===== src/rtl/pe_sequencer.sv =====
// SIMD PE array instruction sequencer: program fetch, decode, RAM-latency
// stalls, single-level hardware loops and vector result collection.
module pe_sequencer #(
  parameter int DATA_LEN      = 32,
  parameter int PE_ELEMENTS   = 4,
  parameter int PC_LEN        = 12,
  parameter int OPCODE_LEN    = 4,
  parameter int ADDR_LEN      = 8,
  parameter int INST_LEN      = OPCODE_LEN + ADDR_LEN,
  parameter int PE_OPCODE_LEN = 4,
  parameter int RAM_LAT       = 1,
  parameter int S2_DELAY      = 1
) (
  input  logic                            clk,
  input  logic                            rstn,
  input  logic                            start,
  output logic                            busy,
  output logic                            done,
  output logic [PC_LEN-1:0]               inst_read_addr,
  input  logic [INST_LEN-1:0]             inst_read_data,
  output logic [PE_OPCODE_LEN-1:0]        pe_opcode,
  output logic [PE_ELEMENTS*DATA_LEN-1:0] data_a,
  output logic [PE_ELEMENTS*DATA_LEN-1:0] data_b,
  output logic [ADDR_LEN-1:0]             ram_a_read_addr,
  output logic [ADDR_LEN-1:0]             ram_b_read_addr,
  output logic                            ram_a_rd_en,
  output logic                            ram_b_rd_en,
  input  logic [PE_ELEMENTS*DATA_LEN-1:0] ram_a_read_data,
  input  logic [PE_ELEMENTS*DATA_LEN-1:0] ram_b_read_data,
  input  logic                            pe_stage_1_valid,
  input  logic [PE_ELEMENTS*DATA_LEN-1:0] pe_stage_1_output,
  input  logic                            pe_stage_2_valid,
  input  logic [DATA_LEN-1:0]             pe_stage_2_output,
  output logic [ADDR_LEN-1:0]             ram_result_write_addr,
  output logic [PE_ELEMENTS*DATA_LEN-1:0] ram_result_write_data,
  output logic                            ram_result_wr_en
);

  localparam int CW = (RAM_LAT > 1) ? $clog2(RAM_LAT) : 1;

  localparam logic [OPCODE_LEN-1:0] OP_FETCH_A = OPCODE_LEN'(1);
  localparam logic [OPCODE_LEN-1:0] OP_FETCH_B = OPCODE_LEN'(2);
  localparam logic [OPCODE_LEN-1:0] OP_ADD     = OPCODE_LEN'(3);
  localparam logic [OPCODE_LEN-1:0] OP_SUB     = OPCODE_LEN'(4);
  localparam logic [OPCODE_LEN-1:0] OP_MUL     = OPCODE_LEN'(5);
  localparam logic [OPCODE_LEN-1:0] OP_DOTP    = OPCODE_LEN'(6);
  localparam logic [OPCODE_LEN-1:0] OP_ST_S1   = OPCODE_LEN'(7);
  localparam logic [OPCODE_LEN-1:0] OP_ST_S2   = OPCODE_LEN'(8);
  localparam logic [OPCODE_LEN-1:0] OP_ST_RES  = OPCODE_LEN'(9);
  localparam logic [OPCODE_LEN-1:0] OP_STOP    = OPCODE_LEN'(10);
  localparam logic [OPCODE_LEN-1:0] OP_LOOP_B  = OPCODE_LEN'(11);
  localparam logic [OPCODE_LEN-1:0] OP_LOOP_E  = OPCODE_LEN'(12);

  typedef enum logic [1:0] {
    S_IDLE,
    S_RUN,
    S_WAIT,
    S_DONE
  } state_e;

  state_e state_q, state_d;

  logic [PC_LEN-1:0]   pc_q, pc_d;
  logic [PC_LEN-1:0]   loop_start_q, loop_start_d;
  logic [ADDR_LEN-1:0] loop_cnt_q, loop_cnt_d;
  logic [CW-1:0]       wait_q, wait_d;

  logic [PE_ELEMENTS-1:0][DATA_LEN-1:0] buf_q, buf_d;

  logic [OPCODE_LEN-1:0] op;
  logic [ADDR_LEN-1:0]   field;
  logic                  s2_dly_v;

  assign op    = inst_read_data[OPCODE_LEN-1:0];
  assign field = inst_read_data[INST_LEN-1:OPCODE_LEN];

  assign inst_read_addr        = pc_q;
  assign data_a                = ram_a_read_data;
  assign data_b                = ram_b_read_data;
  assign ram_result_write_data = buf_q;

  always_comb begin
    state_d               = state_q;
    pc_d                  = pc_q;
    loop_start_d          = loop_start_q;
    loop_cnt_d            = loop_cnt_q;
    wait_d                = wait_q;
    busy                  = 1'b0;
    done                  = 1'b0;
    pe_opcode             = '0;
    ram_a_rd_en           = 1'b0;
    ram_b_rd_en           = 1'b0;
    ram_a_read_addr       = '0;
    ram_b_read_addr       = '0;
    ram_result_write_addr = '0;
    ram_result_wr_en      = 1'b0;
    unique case (state_q)
      S_IDLE: begin
        if (start) begin
          state_d = S_RUN;
          pc_d    = '0;
        end
      end
      S_RUN: begin
        busy                  = 1'b1;
        ram_a_read_addr       = field;
        ram_b_read_addr       = field;
        ram_result_write_addr = field;
        pc_d                  = pc_q + 1'b1;
        unique case (op)
          OP_FETCH_A, OP_FETCH_B: begin
            ram_a_rd_en = (op == OP_FETCH_A);
            ram_b_rd_en = (op == OP_FETCH_B);
            if (RAM_LAT > 0) begin
              state_d = S_WAIT;
              wait_d  = CW'(RAM_LAT - 1);
            end
          end
          OP_ADD:   pe_opcode = PE_OPCODE_LEN'(1);
          OP_SUB:   pe_opcode = PE_OPCODE_LEN'(2);
          OP_MUL:   pe_opcode = PE_OPCODE_LEN'(3);
          OP_DOTP:  pe_opcode = PE_OPCODE_LEN'(4);
          OP_ST_S1: pe_opcode = PE_OPCODE_LEN'(5);
          OP_ST_S2: pe_opcode = PE_OPCODE_LEN'(6);
          OP_ST_RES: begin
            pe_opcode        = PE_OPCODE_LEN'(7);
            ram_result_wr_en = 1'b1;
          end
          OP_STOP: begin
            pe_opcode = PE_OPCODE_LEN'(8);
            pc_d      = pc_q;
            state_d   = S_DONE;
          end
          OP_LOOP_B: begin
            loop_start_d = pc_q + 1'b1;
            loop_cnt_d   = field;
          end
          OP_LOOP_E: begin
            if (loop_cnt_q != '0) begin
              loop_cnt_d = loop_cnt_q - 1'b1;
              pc_d       = loop_start_q;
            end
          end
          default: ;
        endcase
      end
      S_WAIT: begin
        busy = 1'b1;
        if (wait_q == '0) begin
          state_d = S_RUN;
        end else begin
          wait_d = wait_q - 1'b1;
        end
      end
      S_DONE: begin
        done    = 1'b1;
        state_d = S_IDLE;
        pc_d    = '0;
      end
      default: state_d = S_IDLE;
    endcase
  end

  // Stage-2 valid is realigned to the scalar data that trails it
  generate
    if (S2_DELAY == 0) begin : g_s2_direct
      assign s2_dly_v = pe_stage_2_valid;
    end else begin : g_s2_delay
      logic [S2_DELAY-1:0] sr_q, sr_d;
      logic [S2_DELAY:0]   sr_ext;
      always_comb begin
        sr_ext = {sr_q, pe_stage_2_valid};
        sr_d   = sr_ext[S2_DELAY-1:0];
      end
      always_ff @(posedge clk or negedge rstn) begin
        if (!rstn) begin
          sr_q <= '0;
        end else begin
          sr_q <= sr_d;
        end
      end
      assign s2_dly_v = sr_q[S2_DELAY-1];
    end
  endgenerate

  always_comb begin
    buf_d = buf_q;
    if (ram_result_wr_en) begin
      buf_d = buf_q;
    end else if (pe_stage_1_valid) begin
      buf_d = pe_stage_1_output;
    end else if (s2_dly_v) begin
      for (int i = PE_ELEMENTS - 1; i > 0; i--) begin
        buf_d[i] = buf_q[i-1];
      end
      buf_d[0] = pe_stage_2_output;
    end
  end

  always_ff @(posedge clk or negedge rstn) begin
    if (!rstn) begin
      state_q      <= S_IDLE;
      pc_q         <= '0;
      loop_start_q <= '0;
      loop_cnt_q   <= '0;
      wait_q       <= '0;
      buf_q        <= '0;
    end else begin
      state_q      <= state_d;
      pc_q         <= pc_d;
      loop_start_q <= loop_start_d;
      loop_cnt_q   <= loop_cnt_d;
      wait_q       <= wait_d;
      buf_q        <= buf_d;
    end
  end

endmodule


===== config.mk =====
export PLATFORM = sky130hd
export DESIGN_NAME = pe_sequencer
export DESIGN_NICKNAME = d
export VERILOG_FILES = /design/src/rtl/pe_sequencer.sv
export SDC_FILE = /design/constraint.sdc
export NUM_CORES = 1
export LEC_CHECK = 0
export ABC_AREA = 1
export ABC_CLOCK_PERIOD_IN_PS = 1700
export BUFFER_PORTS_ARGS = -buffer_cell sky130_fd_sc_hd__buf_4
export CAP_MARGIN = 20
export CORE_AREA = 3 3 336 338
export DETAILED_ROUTE_END_ITERATION = 16
export DIE_AREA = 0 0 339 341
export SYNTH_ARGS = -nofsm -noshare
export SYNTH_HDL_FRONTEND = slang
export SYNTH_SLANG_ARGS = --single-unit

===== constraint.sdc =====
create_clock -name clk -period 1.7 [get_ports clk]
set_clock_uncertainty 0.2 [all_clocks]
set_input_delay 0.34 -clock clk [delete_from_list [all_inputs] [get_ports clk]]
set_output_delay 0.34 -clock clk [all_outputs]
set_load 0.01 [all_outputs]

==> results of run 1 <==
## logic make-up after synthesis
kind of cell | Yosys count
adders and majority gates | 6
AOI/OAI and AO/OA | 228
muxes | 32
xor gates and xnor gates | 2
buffers and inverters | 482
and+or+nand+nor | 497
DFF | 163
## sequential cells by signal, indices dropped and copies added, names as in the netlist
signal and flops:
loop_start_q 12, ram_result_write_data 128, state_q 2, inst_read_addr 12
loop_cnt_q 8, g_s2_delay.sr_q 1
## power by group through the flow
| stage | Combinational, µW | Clock [µW] | Sequential (µW) |
|---|---|---|---|
| after CTS | 7960 | 4500 | 5310 |
| after detailed placement | 6250 | 0 | 5340 |
| after floorplan | 3290 | 0 | 5530 |
| after global routing | 9200 | 4580 | 5420 |
| final | 8460 | 4260 | 5320 |
| after global placement | 6190 | 0 | 5340 |
## through the flow
step | total power [µW] | util (%)
final | 18000 | 16.7
after global routing | 19200 | 16.7
after CTS | 17800 | 16.1
after detailed placement | 11600 | 12.5
after global placement | 11500 | 12.5
after floorplan | 8820 | -
## routing by layer
metal  global-route usage [%]  up-vias
li1                         -     4852
met1                     10.8     5041
met2                     14.5      738
met3                     5.29      164
met4                     4.99        8
met5                     1.96        -
## final cells by class
cell class,count,share of cell area [%]
sequential,163,22.2
clock inverter,15,1.08
timing repair inverter,6,0.849
multi-input combinational,765,25.8
inverter,148,3.22
timing repair buffer,665,34.4
antenna,1,0.0136
tap,1488,10.1
clock buffer,17,2.31
## worst register-to-register path, delay by kind of cell, from the launching register on
family,cells,cell delay (ns)
and+or+nand+nor,2,0.11
buffers and inverters,8,0.97
AOI/OAI and AO/OA,2,0.23
adders and majority gates,1,0.18
DFF,1,0.39
## worst paths after layout
kind | startpoint | endpoint | slack (ns) | cells after the start
worst max-delay path | state_q[1] | pe_opcode[0] | -0.51 | 6
worst min-delay path | pe_stage_1_output[46] | ram_result_write_data[46] | 0.09 | 5
worst max register to register | state_q[1] | ram_result_write_data[1] | -0.50 | 13
worst min register to register | loop_start_q[8] | loop_start_q[8] | 0.28 | 2
max in group asynchronous | rstn | ram_result_write_data[50] | 0.56 | 3
min in group asynchronous | rstn | ram_result_write_data[113] | 0.13 | 2
## placed cells by master (no fill, tap or decap), types with 2 or more instances in the layout
master,count
clkinv_4,3
a31oi_1,5
nor2_1,30
ha_1,2
nor2_4,2
nand3_1,30
nand2_1,272
buf_8,10
dlygate4sd3_1,148
buf_16,13
inv_1,134
buf_6,39
o21ai_2,82
o21ai_0,112
nand3_2,2
nand3b_1,6
mux2_2,32
nor2_2,3
ha_4,4
nand4_1,4
buf_4,415
or2_2,2
dfrtp_1,152
dfrtp_2,11
inv_2,10
o21ai_1,24
clkinv_16,5
o21ai_4,2
nand2_4,68
inv_12,3
clkbuf_16,18
buf_12,38
inv_6,2
inv_8,3
nand2_2,71
nand2_8,2
clkinv_8,6
## what timing repair did
item,in CTS,in global routing
hold buffers,148,0
cloned,30,1
setup endpoints to repair,210,211
buffers inserted,46,24
resized for setup,214,246
pin swaps,6,32
hold endpoints to repair,279,0
==> impl_metrics.json, run 1 <==
{
  "status": "finished, violations left",
  "violations": "negative setup slack",
  "multi_input_area_um2": 4750,
  "cp_top_family": "flip-flops",
  "critPathBufInv": 4,
  "via_per_inst": 3.31,
  "relSlewSlack_pct": 51.0,
  "yosys-top-cells-area": "dfrtp_1 38%, buf_4 19%, nand2_1 14%, o21ai_0 5.6%, inv_1 5.1%",
  "maxCapViolations": 0,
  "synthMuxAreaShare_pct": 3.34,
  "place_congestion": 0.864,
  "stdcell_area_um2": 18400,
  "peakVddDrop_uv": 638,
  "synth_top_family_by_area": "buffers and inverters",
  "fp.dieH_um": 341,
  "grt_antenna_before_repair": 3,
  "grt_util_all_layers_pct": 9.62,
  "synth_xor_xnor_area_share_pct": 0.162,
  "grt_max_degree": 46,
  "rsz0062_at_grt": "yes",
  "cpMostUsedCell": "buf_6",
  "drive_gt1_share_pct": 48.1,
  "drc_errors": 0,
  "dieArea_um2": 116000,
  "crit_fanout": 5,
  "top_layer": "met5",
  "layout.nets": 2205,
  "seq_area_frac_synth_pct": 37.8,
  "core_area_um2": 110000,
  "worstHoldPathType": "primary input to register",
  "n_fill_cell": 12161,
  "internal-power_uw": 10800,
  "syn_to_final_growth_pct": 70.9,
  "end_kind": "output port",
  "initial_core_util_pct": 9.77,
  "wirelength_um": 57800,
  "io_pins": 862,
  "yosys_register_bits": 163,
  "grt.overflow.total": 0,
  "postSynth.asyncResetShare_pct": 100,
  "hpwl_um": 39000,
  "wl_met2_um": 25100,
  "firstDrtPassIters": 5,
  "num_rows": 122,
  "holdWs_ns": 0.0940,
  "hold_violations": 0,
  "setup_violations": 190,
  "min_period_ns": 2.21,
  "seq_area_um2": 4090,
  "root_buffer": "clkbuf_16",
  "dp.cells": 3012,
  "port-buffer-count": 349,
  "synth_common_cells": "411 x nand2_1, 276 x buf_4, 163 x dfrtp_1, 146 x inv_1, 120 x o21ai_0",
  "fin_setup_tns_ns": -64.16,
  "h-tree-depth": 4,
  "cp-start-kind": "register",
  "cts.sinks": 163,
  "synth-compound-area-share_pct": 12.2,
  "synth_edf_count": 0,
  "yosys_warnings": 0,
  "initialDrtViolationCount": 459,
  "wire_per_inst_um": 17.7,
  "critPathKind": "register to output port",
  "via_count": 10803,
  "syn_nets": 1849,
  "path_cells": "inv_2 -> ha_4 -> inv_6 -> buf_6 -> o31ai_4 -> buf_6",
  "share_comb_of_total_power_pct": 46.9,
  "fin_crit_sh_pct": 130,
  "synthAdderAreaFrac_pct": 0.696,
  "syn_area_um2": 10800,
  "fmax_ghz": 0.453,
  "clkPwrFrac_pct": 23.6,
  "path_clk_slew_ns": 0.08,
  "worst_pin_slew_ns": 0.727,
  "crit_arrival_ns": 1.67,
  "cts_tree": "done",
  "clockBufferDepth": 2,
  "syn_avg_cell_area_um2": 7.65,
  "wl_met1_um": 22400,
  "die_w_um": 339,
  "p_switching_uw": 7250,
  "power_density_nw_per_um2": 979,
  "synth_flop_cell": "dfrtp_1",
  "synthSimpleGateAreaFrac_pct": 18.2,
  "final-instance-count-excl-fill": 3268,
  "cts_buffers": 17,
  "switching_share_pct": 40.2,
  "dp_slack_ns": -0.368,
  "slew_violations": 0,
  "synth_top_area_share_pct": 37.8,
  "worstSkewPairLatency_ns": 0.49,
  "grt_pass1_vias": 11146,
  "p_leak_uw": 0.00865,
  "max_stage_delay_ns": 0.39,
  "final_antenna_net_count": 0,
  "yosysTopAreaCell": "dfrtp_1",
  "grt_first_pass_wirelength_um": 79000,
  "placed_area_um2": 13800,
  "syn_inst": 1410,
  "met3_wirelength_um": 6890,
  "yosysMostFrequentCell": "nand2_1",
  "critPathRequiredTime_ns": 1.16,
  "setup_ws_ns": -0.507,
  "power_frac_seq_pct": 29.5,
  "crit_slowest_cell": "dfrtp_1",
  "synth_cell_type_count": 28
}
Note: power is estimated with default switching activity, not from simulation.
==> run 2, diff against run 1 <==
Settings changed: RECOVER_POWER set to 100.
==> run 2 against run 1 <==
The run still ends with negative setup slack left; clock power is essentially flat; highest routed layer unchanged; sequential share of layout area grew 0.44 points; critical path type unchanged; largest power group unchanged; fmax is essentially flat.
==> impl_metrics.json, run 2 (same netlist as run 1, synthesis figures left out) <==
{
  "slew_violations": 0,
  "cpMostUsedCell": "buf_6",
  "syn_to_final_growth_pct": 67.6,
  "r2r_cells": 13,
  "worstHoldPathType": "primary input to register",
  "initialDrtViolationCount": 381,
  "crit_end": "pe_opcode[0]",
  "initial_core_util_pct": 9.77,
  "setup_ws_ns": -0.506,
  "worstSkewPairLatency_ns": 0.50,
  "crit_arrival_ns": 1.67,
  "grt.overflow.total": 0,
  "rrSetupSlack_ns": -0.49,
  "firstDrtPassIters": 6,
  "hpwl_um": 39000,
  "relSlewSlack_pct": 31.3,
  "h-tree-depth": 4,
  "path_cells": "inv_2 -> ha_4 -> inv_6 -> buf_6 -> o31ai_4 -> buf_6",
  "dieArea_um2": 116000,
  "mostFrequentLayoutCells": "304 x buf_4, 272 x nand2_1, 152 x dfrtp_1, 148 x dlygate4sd3_1, 134 x inv_1",
  "fp.dieH_um": 341,
  "critPathKind": "register to output port",
  "fin_total_pwr_uw": 17800,
  "setup_violations": 189,
  "peakVddDrop_uv": 641,
  "multi_input_area_um2": 4750,
  "drive_gt1_share_pct": 44.9,
  "crit_slowest_cell": "dfrtp_1",
  "r2r-start": "state_q[1]",
  "grt_first_pass_wirelength_um": 79000,
  "power_density_nw_per_um2": 983,
  "grt_antenna_before_repair": 3,
  "clockBufferDepth": 2,
  "wirelength_um": 57800,
  "final_antenna_net_count": 0,
  "io_pins": 862,
  "min_period_ns": 2.21,
  "port-buffer-count": 349,
  "cts_tree": "done",
  "r2r-end": "ram_result_write_data[45]",
  "seq_area_um2": 4090,
  "critPathRequiredTime_ns": 1.16,
  "core_area_um2": 110000,
  "crit_start": "state_q[1]",
  "end_kind": "output port",
  "crit_fanout": 5,
  "worst_pin_slew_ns": 1.03,
  "root_buffer": "clkbuf_16",
  "rsz0062_at_grt": "yes",
  "grt_max_degree": 46,
  "fin_crit_sh_pct": 130,
  "via_per_inst": 3.30,
  "drc_errors": 0,
  "num_rows": 122,
  "grt_util_all_layers_pct": 9.62,
  "stdcell_area_um2": 18100,
  "placed_area_um2": 13800,
  "die_w_um": 339,
  "violations": "negative setup slack",
  "cts_buffers": 17,
  "hold_violations": 0,
  "status": "finished, violations left",
  "via_count": 10790,
  "grt_pass1_vias": 11146,
  "cp-start-kind": "register",
  "path_clk_slew_ns": 0.08,
  "cts.sinks": 163,
  "maxCapViolations": 0,
  "n_fill_cell": 12270,
  "layout.nets": 2205,
  "p_leak_uw": 0.00839,
  "fmax_ghz": 0.453,
  "max_stage_delay_ns": 0.39,
  "largest_reg_flops": 128,
  "final_common_cell": "buf_4",
  "place_congestion": 0.864,
  "wire_per_inst_um": 17.7
}
[run 2: final cells by class]
| class | instances | area share, % |
|---|---|---|
| diodes | 1 | 0.0138 |
| clock buffers | 17 | 2.35 |
| clock inverters | 15 | 1.10 |
| inverters | 148 | 3.28 |
| multi-input cells | 765 | 26.3 |
| flip-flops and latches | 163 | 22.6 |
| well taps | 1488 | 10.3 |
| repair buffers | 665 | 33.1 |
| repair inverters | 6 | 0.865 |
[run 2: how the worst min path moves through the flow]
| stage | slack, ns | startpoint | depth (start not counted) | to |
|---|---|---|---|---|
| floorplan | -0.16 | rstn | 0 | g_s2_delay.sr_q |
| global placement | 0.09 | rstn | 1 | ram_result_write_data[113] |
| detailed placement | 0.09 | rstn | 1 | ram_result_write_data[113] |
| CTS | 0.001 | pe_stage_1_output[46] | 5 | ram_result_write_data[46] |
| global route | 0.06 | pe_stage_1_output[42] | 5 | ram_result_write_data[42] |
| finish | 0.09 | pe_stage_1_output[46] | 5 | ram_result_write_data[46] |
[run 2: worst max-delay path, delay by kind of cell, from the launching register on]
kind            cells  cell delay [ns]
buf+inv             4             0.38
compound gates      1             0.21
flops               1             0.39
fa+ha+maj           1             0.18
[run 2: stage by stage]
| stage | utilization [%] | instances | setup TNS, ns | hold slack [ns] | setup WS (ns) |
|---|---|---|---|---|---|
| final | 16.4 | 3268 | -63.01 | 0.0882 | -0.506 |
| after global routing | 16.4 | 3267 | -82.71 | 0.0564 | -0.597 |
| after CTS | 16.1 | 3264 | -62.94 | 0.00100 | -0.549 |
| after detailed placement | 12.5 | 3012 | -16.65 | 0.0896 | -0.368 |
| after global placement | 12.5 | 3012 | -10.55 | 0.0879 | -0.356 |
| after floorplan | - | 1410 | 0 | -0.156 | 0.0000198 |
[run 2: metal layers]
metal	wire length [µm]	track usage, %
met1	22500	10.8
met2	25000	14.5
met3	6780	5.29
met4	3200	4.99
met5	310	1.96
[run 2: repair_timing]
item	in CTS	in global routing
endpoints found under the setup margin	210	211
setup buffers	46	24
pin swaps	6	32
gates cloned	30	1
hold buffers	148	0
resized for setup	214	246
hold endpoints to repair	279	0
[run 2: where the power goes]
group	internal (µW)	switching (µW)	total, µW	leakage (µW)
clock	2020	2250	4270	0.000300
combinational	3780	4400	8190	0.00608
sequential	4700	604	5310	0.00201
total	10500	7260	17800	0.00839
